**src/rtl/load_store_unit.sv**
```systemverilog
// load_store_unit: RV32I memory-access stage. Takes the ALU result as the
// effective address and runs one load or store per request against a
// word-wide data memory. Raises busy while an access is outstanding and
// reports completion with a one-cycle done pulse plus fault flags.
//
// Memory handshake: while m_req is high, m_we/m_be/m_addr/m_wdata are held
// stable. The memory completes the access by raising m_ack for one cycle;
// on a read, m_rdata must be valid in that same cycle. m_req falls in the
// cycle after m_ack is sampled. If the memory does not respond within
// WAIT_MAX request cycles, the access is abandoned and reported as err.
module load_store_unit #(
  parameter int n        = 32,
  parameter int WAIT_MAX = 15,
  parameter int CW       = 4
) (
  input  logic         clk,
  input  logic         rst,
  input  logic         req_valid,
  input  logic         mem_read,
  input  logic         mem_write,
  input  logic [2:0]   funct3,
  input  logic [n-1:0] addr,
  input  logic [n-1:0] wdata,
  output logic         busy,
  output logic         done,
  output logic [n-1:0] rdata,
  output logic         misaligned,
  output logic         err,
  output logic         m_req,
  output logic         m_we,
  output logic [3:0]   m_be,
  output logic [n-1:0] m_addr,
  output logic [n-1:0] m_wdata,
  input  logic         m_ack,
  input  logic [n-1:0] m_rdata,
  output logic [1:0]   dbg_state
);

  typedef enum logic [1:0] {
    IDLE = 2'd0,
    REQ  = 2'd1,
    DONE = 2'd2
  } state_t;

  state_t         state;
  state_t         next_state;

  // Request decode
  logic           accept;
  logic           illegal;
  logic           unaligned;

  // Store lane steering
  logic [3:0]     st_be;
  logic [n-1:0]   st_data;

  // Access context captured at accept
  logic [1:0]     lat_off;
  logic [2:0]     lat_funct3;
  logic           lat_load;
  logic [CW-1:0]  wait_cnt;

  // Load lane extraction
  logic [7:0]     ld_byte;
  logic [15:0]    ld_half;
  logic [n-1:0]   ld_ext;

  logic           timeout;

  assign timeout = (wait_cnt == CW'(WAIT_MAX - 1));

  // Classify the incoming request: legality of funct3/direction and alignment.
  always_comb begin
    accept    = req_valid & (mem_read ^ mem_write);
    illegal   = 1'b0;
    unaligned = 1'b0;
    case (funct3)
      3'b011, 3'b110, 3'b111: illegal = 1'b1;
      3'b100, 3'b101:         illegal = mem_write;
      default:                illegal = 1'b0;
    endcase
    case (funct3[1:0])
      2'b01:   unaligned = addr[0];
      2'b10:   unaligned = |addr[1:0];
      default: unaligned = 1'b0;
    endcase
  end

  // Byte enables and replicated store data; loads always fetch the full word.
  always_comb begin
    st_be   = 4'b1111;
    st_data = '0;
    if (mem_write) begin
      case (funct3[1:0])
        2'b00: begin
          st_be   = 4'b0001 << addr[1:0];
          st_data = {4{wdata[7:0]}};
        end
        2'b01: begin
          st_be   = 4'b0011 << addr[1:0];
          st_data = {2{wdata[15:0]}};
        end
        default: begin
          st_be   = 4'b1111;
          st_data = wdata;
        end
      endcase
    end
  end

  // Pick the addressed lane out of the returned word and extend it.
  always_comb begin
    ld_byte = m_rdata[8*lat_off +: 8];
    ld_half = m_rdata[16*lat_off[1] +: 16];
    case (lat_funct3)
      3'b000:  ld_ext = {{(n-8){ld_byte[7]}}, ld_byte};
      3'b100:  ld_ext = {{(n-8){1'b0}}, ld_byte};
      3'b001:  ld_ext = {{(n-16){ld_half[15]}}, ld_half};
      3'b101:  ld_ext = {{(n-16){1'b0}}, ld_half};
      default: ld_ext = m_rdata;
    endcase
  end

  // FSM state register.
  always_ff @(posedge clk or posedge rst) begin
    if (rst) begin
      state <= IDLE;
    end else begin
      state <= next_state;
    end
  end

  // FSM next-state and state-decoded outputs.
  always_comb begin
    next_state = state;
    busy       = 1'b0;
    done       = 1'b0;
    m_req      = 1'b0;
    case (state)
      IDLE: begin
        if (accept) begin
          next_state = (illegal | unaligned) ? DONE : REQ;
        end
      end
      REQ: begin
        busy  = 1'b1;
        m_req = 1'b1;
        if (m_ack || timeout) begin
          next_state = DONE;
        end
      end
      DONE: begin
        busy       = 1'b1;
        done       = 1'b1;
        next_state = IDLE;
      end
      default: begin
        next_state = IDLE;
      end
    endcase
  end

  assign dbg_state = state;

  // Datapath: capture the access at accept, count wait cycles, register load
  // data on ack, and set the fault flags that accompany done.
  always_ff @(posedge clk or posedge rst) begin
    if (rst) begin
      rdata      <= '0;
      misaligned <= 1'b0;
      err        <= 1'b0;
      m_we       <= 1'b0;
      m_be       <= 4'b0000;
      m_addr     <= '0;
      m_wdata    <= '0;
      lat_off    <= 2'b00;
      lat_funct3 <= 3'b000;
      lat_load   <= 1'b0;
      wait_cnt   <= '0;
    end else begin
      case (state)
        IDLE: begin
          misaligned <= 1'b0;
          err        <= 1'b0;
          if (accept) begin
            if (illegal) begin
              err <= 1'b1;
            end else if (unaligned) begin
              misaligned <= 1'b1;
            end else begin
              lat_off    <= addr[1:0];
              lat_funct3 <= funct3;
              lat_load   <= mem_read;
              m_we       <= mem_write;
              m_be       <= st_be;
              m_addr     <= {addr[n-1:2], 2'b00};
              m_wdata    <= st_data;
              wait_cnt   <= '0;
            end
          end
        end
        REQ: begin
          if (m_ack) begin
            if (lat_load) begin
              rdata <= ld_ext;
            end
          end else if (timeout) begin
            err <= 1'b1;
          end else begin
            wait_cnt <= wait_cnt + 1'b1;
          end
        end
        DONE: begin
          misaligned <= 1'b0;
          err        <= 1'b0;
        end
        default: begin
          misaligned <= 1'b0;
          err        <= 1'b0;
        end
      endcase
    end
  end

endmodule

```
**config.mk**
```make
export PLATFORM = sky130hd
export DESIGN_NAME = load_store_unit
export DESIGN_NICKNAME = d
export VERILOG_FILES = /design/src/rtl/load_store_unit.sv
export SDC_FILE = /design/constraint.sdc
export NUM_CORES = 1
export LEC_CHECK = 0
export CORE_ASPECT_RATIO = 1.25
export CORE_MARGIN = 5
export CORE_UTILIZATION = 45
export DETAILED_ROUTE_END_ITERATION = 16
export DONT_BUFFER_PORTS = 1
export SLEW_MARGIN = 20
export SYNTH_ARGS = -nofsm -noshare
export SYNTH_HDL_FRONTEND = slang
export SYNTH_SLANG_ARGS = --single-unit
```
**constraint.sdc**
```tcl
create_clock -name clk -period 5.2 [get_ports clk]
set_clock_uncertainty 0.1 [all_clocks]
set_input_delay 1.56 -clock clk [delete_from_list [all_inputs] [get_ports clk]]
set_output_delay 1.56 -clock clk [all_outputs]
set_load 0.02 [all_outputs]
```
Yosys cells after proc, flatten, opt, wreduce, memory -nomap -nowiden
Cells that the tools add are included.

storage, ports and cells
  register bits = 113
  input port bits = 105
  logic and storage cells = 85

operators by class
  add/sub/neg operators = 1
  equal/unequal tests = 20
  shift operators = 4
  mux-type cells = 29
  bitwise gates (word level) = 5
  reductions and logical operators = 14

operators by type and width
  operator               number
  $pmux W32 S4           1
  $pmux W32 S2           1
  $mux W32               1
  $shiftx A32 B6 Y16     1
  $shiftx A32 B6 Y8      1
  $mux W4                6
  $eq A3 B3 Y1 const B   6
  $pmux W4 S2            2
  $ne A2 B2 Y1 const B   7
  $mux W1                10
  $pmux W1 S2            4
  $mux W2                3
  $reduce_and A6 Y1      1
  $reduce_or A2 Y1       3
  $add A4 B1 Y4 const B  1
  $eq A2 B1 Y1 const B   2
  $eq A2 B2 Y1 const B   2
  $eq A4 B4 Y1 const B   1
  $logic_not A2 Y1       2
  $pmux W2 S2            1
  $reduce_and A2 Y1      2
  $reduce_and A4 Y1      1
  $shl A1 B2 Y4 const A  1
  $shl A2 B2 Y4 const A  1
  11 further kinds       12

Depth between registers and ports, before layout
Gate-level depths: netlist (run 1).

  depth in word-level cells = 7
  mapped depth = 11
  depth with buffers taken out = 7

Worst setup path after synthesis (run 1)
Ideal clock, no wire load.

  kind = in2reg
  from = input port funct3[0]
  to = register m_addr[10]
  setup time = 117 ps
  data arrival time = 3120 ps
  required time = 4983 ps
  slack = 1863 ps
  stages = 11
  path buffers = 4
  cell sequence = inv_1 -> ha_1 -> buf_6 -> nor2_8 -> o21ai_4 -> or3_1 -> buf_6 -> buf_12 -> buf_8 -> nand2_2 -> nand2_1

on the way
  longest elaborated chain between the ends = 5

ends and longest elaborated chain
  element                                                      line  RTL
  start: declaration                                           21    input logic [2:0] funct3,
  $eq A3 B2 Y1 / $eq A3 B3 Y1 (equally long branches)          77    case (funct3)
  $reduce_or A3 Y1 / $reduce_or A2 Y1 (equally long branches)  77
  $pmux W1 S2                                                  77
  $not A1 Y1 (no line)                                         -
  $reduce_and A4 Y1 (no line) *                                -
  end signal: assignment                                       196   m_addr <= {addr[n-1:2], 2'b00};
  end: declaration                                             32    output logic [n-1:0] m_addr,

Mark *: on every way between the ends. The rest lies on a longest branch, timed or not.
A chain may end at the register's enable or synchronous reset.

Worst setup path in the final report (run 1)
  from = input port funct3[1]
  to = register m_wdata[18]

on the way
  longest elaborated chain between the ends = 5

ends and longest elaborated chain
  element                                                      line  RTL
  $eq A3 B2 Y1 / $eq A3 B3 Y1 (equally long branches)          77
  $reduce_or A3 Y1 / $reduce_or A2 Y1 (equally long branches)  77
  $pmux W1 S2                                                  77
  $not A1 Y1 (no line)                                         -
  $reduce_and A4 Y1 (no line)                                  -
  end signal: assignment                                       197   m_wdata <= st_data;
  end: declaration                                             33    output logic [n-1:0] m_wdata,

Several ways; a longest one is shown, not always the timed one.

==> results.py, run 1 <==
metrics = {
    "timing": {
        "setup-violations-final": 0,
        "final_hold_viol_count": 0,
        "grt_setup_unrepaired": "false",
        "final_max_slew_viol_count": 0,
        "max_clock_freq_mhz": 273,
        "tns_ps": 0,
        "min_period_ps": 3660,
        "timing.slew.headroom_pct": 38.9,
        "post-route-worst-setup-slack_ps": 1540,
        "max_slew.worst_pin.slew_ps": 916,
        "timing.final.crit_share_pct": 70.4,
    },
    "cts": {
        "cts_repair_resize_count": 0,
        "numCtsBuffers": 17,
        "cts.clk_slew.worst_paths_ps": 60,
        "clock_latency_late_sink_ps": 400,
        "clock_path_buffers": 2,
        "tritoncts": "yes",
        "post_cts_hold_buffer_count": 0,
        "post-cts-setup-buffers": 0,
        "cts.root.buffer_cell": "sky130_fd_sc_hd__clkbuf_16",
        "cts-htree-levels": 4,
        "cts_sink_cnt": 113,
    },
    "setup_path": {
        "startpoint": "funct3[1]",
        "critical_path_depth": 8,
        "r2r-end": "rdata[13]",
        "worstPathMaxFanout": 35,
        "required_ps": 5420,
        "critPathBufInv": 2,
        "timing.rr.start": "dbg_state[1]",
        "timing.reg2reg.worst_path_depth": 7,
        "cp-start-kind": "primary input",
        "crit_path_max_incr_delay_ps": 560,
        "cpLargestDelayFamily": "simple AND/OR/NAND/NOR gates",
        "timing_worst_setup_path_type": "primary input to flop",
        "critical_path_arrival_ps": 3880,
        "crit_path_frequent_cell": "sky130_fd_sc_hd__nand2_1",
        "cp_slowest_cell": "sky130_fd_sc_hd__ha_1",
        "worstSetupEndpointType": "flop",
        "timing.critical_path.cells": "inv_1, ha_1, nand2_1, a21boi_1, or3_4, buf_4, nand2_1, o31ai_2",
        "timing.reg2reg.setup_slack_ps": 2350,
    },
    "place": {
        "globalplace.congestion": 0.807,
        "worst_slack_placed_ps": 1110,
        "detailedPlacementHpwl_microns": 10900,
        "buffer_ports.inserted": 0,
    },
    "synthesis": {
        "yosysTopAreaCellShare_pct": 50.3,
        "synth_enable_flop_cells": 0,
        "synthCells": 601,
        "synthDistinctLibCells": 50,
        "synth.area.top_cells": "sky130_fd_sc_hd__dfrtp_1, sky130_fd_sc_hd__nand2_1, sky130_fd_sc_hd__o21ai_0, sky130_fd_sc_hd__nand2_2, sky130_fd_sc_hd__nand3_1",
        "synth_area_per_cell_sq_um": 9.35,
        "synth_most_common_cell": "sky130_fd_sc_hd__nand2_1",
        "biggest_area_consumer_among_synthesized_cells": "sky130_fd_sc_hd__dfrtp_1",
        "syn-cell-area_sq_um": 5620,
        "ys_top_cells_by_count": "sky130_fd_sc_hd__nand2_1, sky130_fd_sc_hd__dfrtp_1, sky130_fd_sc_hd__o21ai_0",
        "yosys_warnings": 0,
        "synth_ff_type": "sky130_fd_sc_hd__dfrtp_1",
        "ys_ff_latch": 113,
        "asyncSetResetFlopFracSynth_pct": 100,
        "seq_area_frac_synth_pct": 50.3,
    },
    "power_and_ir_drop": {
        "swShare_pct": 43.1,
        "p_leak_uw": 0.00287,
        "net-switching-power_uw": 1780,
        "clockPowerShare_pct": 27.8,
        "power_density_nw_per_um2": 664,
        "ir_drop_v": 0.000289,
        "cell_internal_pwr_uw": 2350,
        "power.share.combinational_pct": 19.7,
        "sequentialPowerShare_pct": 52.5,
    },
    "routing": {
        "detailedRoute.firstIterationViolations": 210,
        "detail_route.drc_violations": 0,
        "drt-vias-per-instance": 5.52,
        "antenna_left": 0,
        "detail_route.first_pass.iterations": 4,
        "dr_total_vias": 4193,
        "wire_per_inst_microns": 19.4,
        "drt-total-wl_microns": 14700,
    },
    "min_path": {
        "worst_hold_path.endpoint": "wait_cnt[2]",
        "holdCritPathClass": "flop to flop",
        "min_path_cells": 1,
        "worstHoldStart": "wait_cnt[2]",
    },
    "final_layout": {
        "final-seq-area_sq_um": 2830,
        "antennaDiodeCount": 0,
        "post_route_cells_drive_above_1_share_pct": 16.4,
        "num-nets-final": 697,
        "layout.filler_cells": 1178,
        "multiInputGateArea_sq_um": 2510,
        "flow.area_growth_from_synthesis_pct": 10.6,
    },
    "die": {
        "core.rowCount": 45,
        "design.die.area_sq_um": 14800,
        "chip_width_microns": 110,
        "initial_core_util_pct": 46.0,
        "die_h_microns": 135,
        "top_level_ports": 213,
        "fp.coreArea_sq_um": 12200,
    },
    "grt": {
        "global_route.usage.total_pct": 19.8,
        "grt_pass1_vias": 4214,
        "grt.overflow.total": 0,
        "grt_max_degree": 92,
        "grt_antenna_before_repair": 0,
        "grt_pass1_wl_microns": 22700,
    },
    "flow_run": {
        "drv.max_cap_violation_count": 0,
    },
    "outcome": {
        "result_of_the_run": "complete, no violations",
    },
}
## per-stage QoR
| step | hold WS, ps | std cells | instance area (sq um) | utilization, % | total power, uW |
|---|---|---|---|---|---|
| 6_report | 412 | 760 | 6210 | 50.8 | 4120 |
| 5_1_grt | 445 | 760 | 6210 | 50.8 | 4370 |
| 4_1_cts | 414 | 760 | 6210 | 50.8 | 4180 |
| 3_5_place_dp | 400 | 728 | 5620 | 46.0 | 3020 |
| 3_3_place_gp | 395 | 728 | 5620 | 46.0 | 2970 |
| 2_1_floorplan | 358 | 602 | 5620 | - | 2760 |
## sequential cells by signal, summed over array words and instances, names as in the netlist, 2 cells and up
name,count
m_wdata,32
rdata,32
lat_funct3,3
dbg_state,2
m_addr,30
wait_cnt,4
m_be,4
lat_off,2
## layer usage
| layer | vias up | GRT usage (%) | part of all wire [%] |
|---|---|---|---|
| li1 | 2006 | - | - |
| met2 | 174 | 31.8 | 50 |
| met3 | 24 | 10.3 | 12 |
| met1 | 1989 | 22.2 | 36 |
| met5 | - | 0 | 0 |
| met4 | 0 | 7.48 | 2.0 |
## cells by family (layout without fill, tap and decap cells)
group	Yosys count	in the layout	synth area share, %
DFF	113	113	50.3
xor gates and xnor gates	1	1	0.290
AOI/OAI and AO/OA	134	134	14.9
and+or+nand+nor	268	268	22.6
other	1	2	0.0668
buffers and inverters	52	46	5.28
adders and majority gates	9	9	2.00
muxes	23	23	4.59
## layout by cell type, fill, tap and decap left out, types with 3 or more instances in the layout
| cell | count |
|---|---|
| sky130_fd_sc_hd__nand2_1 | 149 |
| sky130_fd_sc_hd__dfrtp_1 | 113 |
| sky130_fd_sc_hd__o21ai_0 | 42 |
| sky130_fd_sc_hd__nand3_1 | 37 |
| sky130_fd_sc_hd__nand2_2 | 30 |
| sky130_fd_sc_hd__a21oi_1 | 28 |
| sky130_fd_sc_hd__nand3b_1 | 18 |
| sky130_fd_sc_hd__clkbuf_16 | 17 |
| sky130_fd_sc_hd__o21ai_1 | 15 |
| sky130_fd_sc_hd__nor2_1 | 12 |
| sky130_fd_sc_hd__mux2_2 | 12 |
| sky130_fd_sc_hd__mux2i_1 | 10 |
| sky130_fd_sc_hd__ha_1 | 9 |
| sky130_fd_sc_hd__a31oi_1 | 8 |
| sky130_fd_sc_hd__a22oi_1 | 8 |
| sky130_fd_sc_hd__o31ai_2 | 8 |
| sky130_fd_sc_hd__o21a_1 | 7 |
| sky130_fd_sc_hd__buf_4 | 7 |
| sky130_fd_sc_hd__inv_1 | 6 |
| sky130_fd_sc_hd__and3_1 | 5 |
| sky130_fd_sc_hd__o22ai_1 | 5 |
| sky130_fd_sc_hd__inv_6 | 4 |
| sky130_fd_sc_hd__clkinvlp_4 | 4 |
| sky130_fd_sc_hd__clkinv_4 | 4 |
| sky130_fd_sc_hd__nand2b_1 | 3 |
| sky130_fd_sc_hd__nor2b_1 | 3 |
| sky130_fd_sc_hd__nor3_1 | 3 |
## area by class of cell
class / count / area share, %
Tap cell: 164 / 3.30
Clock buffer: 17 / 6.85
Inverter: 7 / 0.504
Timing Repair Buffer: 7 / 0.846
Multi-Input combinational cell: 437 / 40.4
Sequential cell: 113 / 45.5
Clock inverter: 15 / 2.60
## power groups by stage
stage | clock network [uW] | registers (uW) | logic, uW
floorplan | 0 | 1990 | 765
global placement | 0 | 2180 | 788
detailed placement | 0 | 2190 | 828
CTS | 1170 | 2180 | 827
global route | 1210 | 2230 | 933
finish | 1150 | 2160 | 813
## worst max-delay path by stage
stage / to / slack, ps
finish: m_wdata[18] / 1540
global route: m_wdata[18] / 1300
CTS: m_wdata[18] / 1540
detailed placement: m_wdata[18] / 1110
global placement: m_wdata[18] / 1220
floorplan: dbg_state[0] / 550
Power figures use the tool's default switching activity.
==> run 2, diff against run 1 <==
==> constraint.sdc (replaced) <==
create_clock -name clk -period 3.4 [get_ports clk]
set_clock_uncertainty 0.1 [all_clocks]
set_input_delay 1.02 -clock clk [delete_from_list [all_inputs] [get_ports clk]]
set_output_delay 1.02 -clock clk [all_outputs]
set_load 0.02 [all_outputs]
==> run 2 against run 1 <==
Core utilization is 0.60 points higher. Clock power up 54%. Cell area is 1.2% higher. Largest cell class unchanged. Largest power group unchanged.
==> results.py, run 2 (synthesis results as in run 1) <==
metrics = {
    "final_layout": {
        "mostFrequentLayoutCells": "sky130_fd_sc_hd__nand2_1, sky130_fd_sc_hd__dfrtp_1, sky130_fd_sc_hd__o21ai_0",
        "post_route_cells_drive_above_1_share_pct": 17.0,
        "final_common_cell": "sky130_fd_sc_hd__nand2_1",
        "num-nets-final": 701,
        "fin_util_pct": 51.4,
        "flow.area_growth_from_synthesis_pct": 11.9,
        "antennaDiodeCount": 0,
        "registers_with_the_highest_flip_flop_counts": "m_wdata x32, rdata x32, m_addr x30",
    },
    "grt": {
        "grt.overflow.total": 0,
        "grt_pass1_wl_microns": 22800,
        "grt_antenna_before_repair": 0,
        "global_route.usage.total_pct": 19.9,
        "grt_max_degree": 74,
        "grt_pass1_vias": 4252,
    },
    "setup_path": {
        "cp-start-kind": "flop",
        "timing.reg2reg.setup_slack_ps": 1010,
        "r2r-end": "rdata[22]",
        "worstSetupEndpointType": "output port",
        "critical_path_arrival_ps": 1550,
        "timing.reg2reg.worst_path_depth": 5,
        "timing.rr.start": "dbg_state[1]",
        "worstPathMaxFanout": 15,
        "required_ps": 2280,
        "timing_worst_setup_path_type": "flop to output port",
    },
    "routing": {
        "antenna_left": 0,
        "drt-vias-per-instance": 5.52,
        "wire_per_inst_microns": 19.5,
        "dr_total_vias": 4218,
        "detail_route.drc_violations": 0,
        "detailedRoute.firstIterationViolations": 193,
        "detail_route.first_pass.iterations": 4,
        "drt-total-wl_microns": 14900,
    },
    "place": {
        "buffer_ports.inserted": 0,
        "globalplace.congestion": 0.778,
        "detailedPlacementHpwl_microns": 11100,
    },
    "power_and_ir_drop": {
        "power.share.combinational_pct": 20.9,
        "power_density_nw_per_um2": 1010,
        "sequentialPowerShare_pct": 51.3,
        "net-switching-power_uw": 2720,
        "cell_internal_pwr_uw": 3630,
        "clockPowerShare_pct": 27.8,
        "p_leak_uw": 0.00290,
        "swShare_pct": 42.8,
        "ir_drop_v": 0.000424,
    },
    "timing": {
        "timing.slew.headroom_pct": 53.2,
        "max_clock_freq_mhz": 374,
        "timing.final.crit_share_pct": 78.6,
        "min_period_ps": 2670,
        "final_hold_viol_count": 0,
        "grt_setup_unrepaired": "false",
        "max_slew.worst_pin.slew_ps": 701,
        "tns_ps": 0,
        "final_max_slew_viol_count": 0,
        "setup-violations-final": 0,
    },
    "cts": {
        "cts_sink_cnt": 113,
        "clock_latency_late_sink_ps": 400,
        "cts_repair_resize_count": 0,
        "numCtsBuffers": 17,
        "post_cts_hold_buffer_count": 0,
        "tritoncts": "yes",
        "cts.root.buffer_cell": "sky130_fd_sc_hd__clkbuf_16",
        "cts.clk_slew.worst_paths_ps": 50,
        "clock_path_buffers": 2,
        "post-cts-setup-buffers": 0,
        "cts-htree-levels": 4,
    },
    "die": {
        "initial_core_util_pct": 46.0,
        "die_h_microns": 135,
        "chip_width_microns": 110,
        "core.rowCount": 45,
        "design.die.area_sq_um": 14800,
        "fp.coreArea_sq_um": 12200,
        "top_level_ports": 213,
    },
    "outcome": {
        "result_of_the_run": "complete, no violations",
    },
    "min_path": {
        "min_path_cells": 2,
        "worst_hold_path.endpoint": "lat_load",
        "worstHoldStart": "lat_load",
        "holdCritPathClass": "flop to flop",
    },
    "flow_run": {
        "drv.max_cap_violation_count": 0,
    },
}
-- run 2: cell count changes in the layout (fill, tap and decap cells not counted) --
cell	before	now
sky130_fd_sc_hd__buf_12	0	3
sky130_fd_sc_hd__clkbuf_8	0	1
sky130_fd_sc_hd__buf_4	7	8
sky130_fd_sc_hd__clkinvlp_4	4	6
sky130_fd_sc_hd__clkinv_4	4	2
sky130_fd_sc_hd__clkinv_2	2	1
-- run 2: worst max-delay path, cell delays in order (launching register included) --
cell,delay [ps]
sky130_fd_sc_hd__dfrtp_1,480
sky130_fd_sc_hd__inv_1,120
sky130_fd_sc_hd__ha_1,550
-- run 2: worst max-delay path by stage --
stage / start / to / slack (ps)
floorplan: funct3[0] / m_addr[10] / 600
CTS: dbg_state[1] / m_req / 700
detailed placement: funct3[0] / wait_cnt[1] / 320
global route: dbg_state[1] / m_req / 610
global placement: funct3[0] / wait_cnt[1] / 400
finish: dbg_state[1] / m_req / 730
-- run 2: layout make-up --
type,count,area (sq um)
clock buffers,18,439
repair buffers,11,120
inverters,7,30.0
fillers,1170,5930
flip-flops and latches,113,2830
clock inverters,14,155
well taps,164,205
multi-input cells,437,2510
-- run 2: stage by stage --
step                setup slack [ps]  power [uW]  hold slack [ps]  instances  area (sq um)
finish                           728        6350              407        764          6290
global route                     612        6740              435        764          6290
CTS                              695        6440              409        764          6290
detailed placement               322        4640              398        732          5690
global placement                 395        4560              394        732          5690
floorplan                        603        4220              358        602          5630
-- run 2: layer usage --
| layer | track usage [%] | vias to the layer above | part of all wire, % |
|---|---|---|---|
| met4 | 8.32 | 0 | 1.9 |
| met1 | 21.4 | 2002 | 34 |
| met3 | 9.52 | 22 | 12 |
| met2 | 33.1 | 176 | 52 |
| met5 | 0 | - | 0 |
| li1 | - | 2018 | - |
-- run 2: power groups by stage --
| stage | Clock (uW) | Combinational (uW) | Sequential (uW) |
|---|---|---|---|
| after floorplan | 0 | 1170 | 3050 |
| after global placement | 0 | 1280 | 3280 |
| after detailed placement | 0 | 1340 | 3290 |
| after CTS | 1810 | 1340 | 3280 |
| after global routing | 1880 | 1510 | 3340 |
| final | 1770 | 1330 | 3260 |
==> run 3, diff against run 2 <==
==> constraint.sdc (replaced) <==
create_clock -name clk -period 2.2 [get_ports clk]
set_clock_uncertainty 0.1 [all_clocks]
set_input_delay 0.66 -clock clk [delete_from_list [all_inputs] [get_ports clk]]
set_output_delay 0.66 -clock clk [all_outputs]
set_load 0.02 [all_outputs]
==> run 3 against run 2 <==
Global-route usage is 0.83 points higher. Sequential cell count stayed put. Critical path depth stayed put. Cell count is 3.1% higher. Cell area is 4.7% higher. Setup slack worse by 620 ps. Sequential power is 52% higher. Sequential share of layout area is 2.0 points lower.
==> results.py, run 3 (synthesis results as in run 1) <==
metrics = {
    "outcome": {
        "result_of_the_run": "complete, no violations",
    },
    "cts": {
        "cts-htree-levels": 4,
        "cts.clk_slew.worst_paths_ps": 60,
        "clock_path_buffers": 2,
        "cts_sink_cnt": 113,
        "clock_latency_late_sink_ps": 410,
        "tritoncts": "yes",
        "numCtsBuffers": 17,
        "post-cts-setup-buffers": 0,
        "cts.root.buffer_cell": "sky130_fd_sc_hd__clkbuf_16",
    },
    "final_layout": {
        "antennaDiodeCount": 0,
        "final_cell_count_no_fill": 788,
        "final_common_cell": "sky130_fd_sc_hd__nand2_1",
        "post_route_cells_drive_above_1_share_pct": 21.2,
        "registers_with_the_highest_flip_flop_counts": "m_wdata x32, rdata x32, m_addr x30",
        "mostFrequentLayoutCells": "sky130_fd_sc_hd__nand2_1, sky130_fd_sc_hd__dfrtp_1, sky130_fd_sc_hd__o21ai_0",
        "flow.area_growth_from_synthesis_pct": 17.1,
        "fin_util_pct": 53.9,
        "num-nets-final": 725,
    },
    "min_path": {
        "holdCritPathClass": "primary input to asynchronous set/reset pin",
    },
    "power_and_ir_drop": {
        "sequentialPowerShare_pct": 49.1,
        "cell_internal_pwr_uw": 5860,
        "clockPowerShare_pct": 28.3,
        "net-switching-power_uw": 4230,
        "p_leak_uw": 0.00306,
        "power_density_nw_per_um2": 1530,
        "ir_drop_v": 0.000731,
        "total_power_uw": 10100,
        "power.share.combinational_pct": 22.6,
        "swShare_pct": 41.9,
    },
    "place": {
        "placed_cells_incl_taps": 756,
        "detailedPlacementHpwl_microns": 11300,
        "buffer_ports.inserted": 0,
        "globalplace.congestion": 0.846,
        "worst_slack_placed_ps": -69.9,
    },
    "routing": {
        "antenna_left": 0,
        "wire_per_inst_microns": 19.2,
        "detailedRoute.firstIterationViolations": 169,
        "drt-vias-per-instance": 5.51,
        "detail_route.first_pass.iterations": 4,
        "detail_route.drc_violations": 0,
        "dr_total_vias": 4345,
        "drt-total-wl_microns": 15100,
    },
    "setup_path": {
        "timing_worst_setup_path_type": "flop to output port",
        "cp-start-kind": "flop",
        "worstPathMaxFanout": 3,
        "critical_path_arrival_ps": 1330,
        "worstSetupEndpointType": "output port",
        "required_ps": 1440,
    },
    "grt": {
        "gr-usage-met1_pct": 22.7,
        "gr-max-usage-layer": "met2",
        "grt_pass1_vias": 4636,
        "grt_util_met2_pct": 34.5,
        "global_route.usage.met3_pct": 9.47,
        "grt.overflow.total": 0,
        "grt_max_degree": 114,
        "grt_pass1_wl_microns": 24100,
        "grt_antenna_before_repair": 0,
        "global_route.usage.total_pct": 20.7,
    },
    "timing": {
        "max_slew.worst_pin.slew_ps": 643,
        "post-route-worst-setup-slack_ps": 109,
        "min_period_ps": 2090,
        "timing.slew.headroom_pct": 57.2,
        "final_max_slew_viol_count": 0,
        "final_hold_viol_count": 0,
        "setup-violations-final": 0,
        "max_clock_freq_mhz": 478,
        "grt_setup_unrepaired": "false",
        "timing.final.crit_share_pct": 95.0,
    },
    "die": {
        "chip_width_microns": 110,
        "die_h_microns": 135,
        "fp.coreArea_sq_um": 12200,
        "core.rowCount": 45,
        "initial_core_util_pct": 46.0,
        "design.die.area_sq_um": 14800,
        "top_level_ports": 213,
    },
    "flow_run": {
        "drv.max_cap_violation_count": 0,
    },
}
## run 3: changes by cell type in the layout (fill, tap and decap cells not counted), sizes merged
cell / before / now
buf: 11 / 35
bufinv: 2 / 3
clkinv: 3 / 5
clkinvlp: 6 / 2
inv: 10 / 11
## run 3: cell type report
cell class              count  area, sq um
multi-input cells         437         2540
clock inverters            14          178
repair buffers             35          338
clock buffers              18          439
flip-flops and latches    113         2830
well taps                 164          205
fillers                  1137         5640
inverters                   7         50.0
## run 3: power groups by stage
stage	registers [uW]	clock network [uW]	logic (uW)
floorplan	4720	0	1810
global placement	5000	0	2200
detailed placement	5010	0	2310
CTS	5000	2920	2310
global route	5100	3010	2600
finish	4960	2850	2280
## run 3: critical path, cell delays in order, from the launching register on
cell	delay, ps
sky130_fd_sc_hd__dfrtp_1	420
sky130_fd_sc_hd__inv_1	110
sky130_fd_sc_hd__ha_1	400
## run 3: metal layers
layer  wire length, microns  part of all wire, %  up-vias
li1                       -                    -     2072
met1                   5440                   36     2063
met2                   7480                   49      183
met3                   1850                   12       27
met4                    373                  2.5        0
met5                      0                    0        -
## run 3: metrics by stage
stage	hold WS, ps	TNS, ps	cell area [sq um]
final	175	0	6580
after detailed placement	400	-640	5950
after CTS	220	0	6570
after floorplan	358	-2600	5670
after global placement	386	-102	5950
after global routing	228	0	6580
## run 3: final timing paths
check / start / to / slack (ps) / cells after the start
setup / recovery: dbg_state[0] / busy / 110 / 2
hold / removal: rst / m_addr[6] / 170 / 2
setup reg to reg: dbg_state[0] / m_wdata[21] / 160 / 6
hold reg to reg: lat_load / lat_load / 410 / 2
max in group asynchronous: rst / wait_cnt[1] / 1320 / 2
min in group clk: mem_read / m_wdata[18] / 240 / 1
## run 3: repair_timing
action	4_1_cts	5_1_grt
gates resized for setup	1	1
hold buffers	0	0
setup endpoints to repair	1	1
gates cloned	0	0
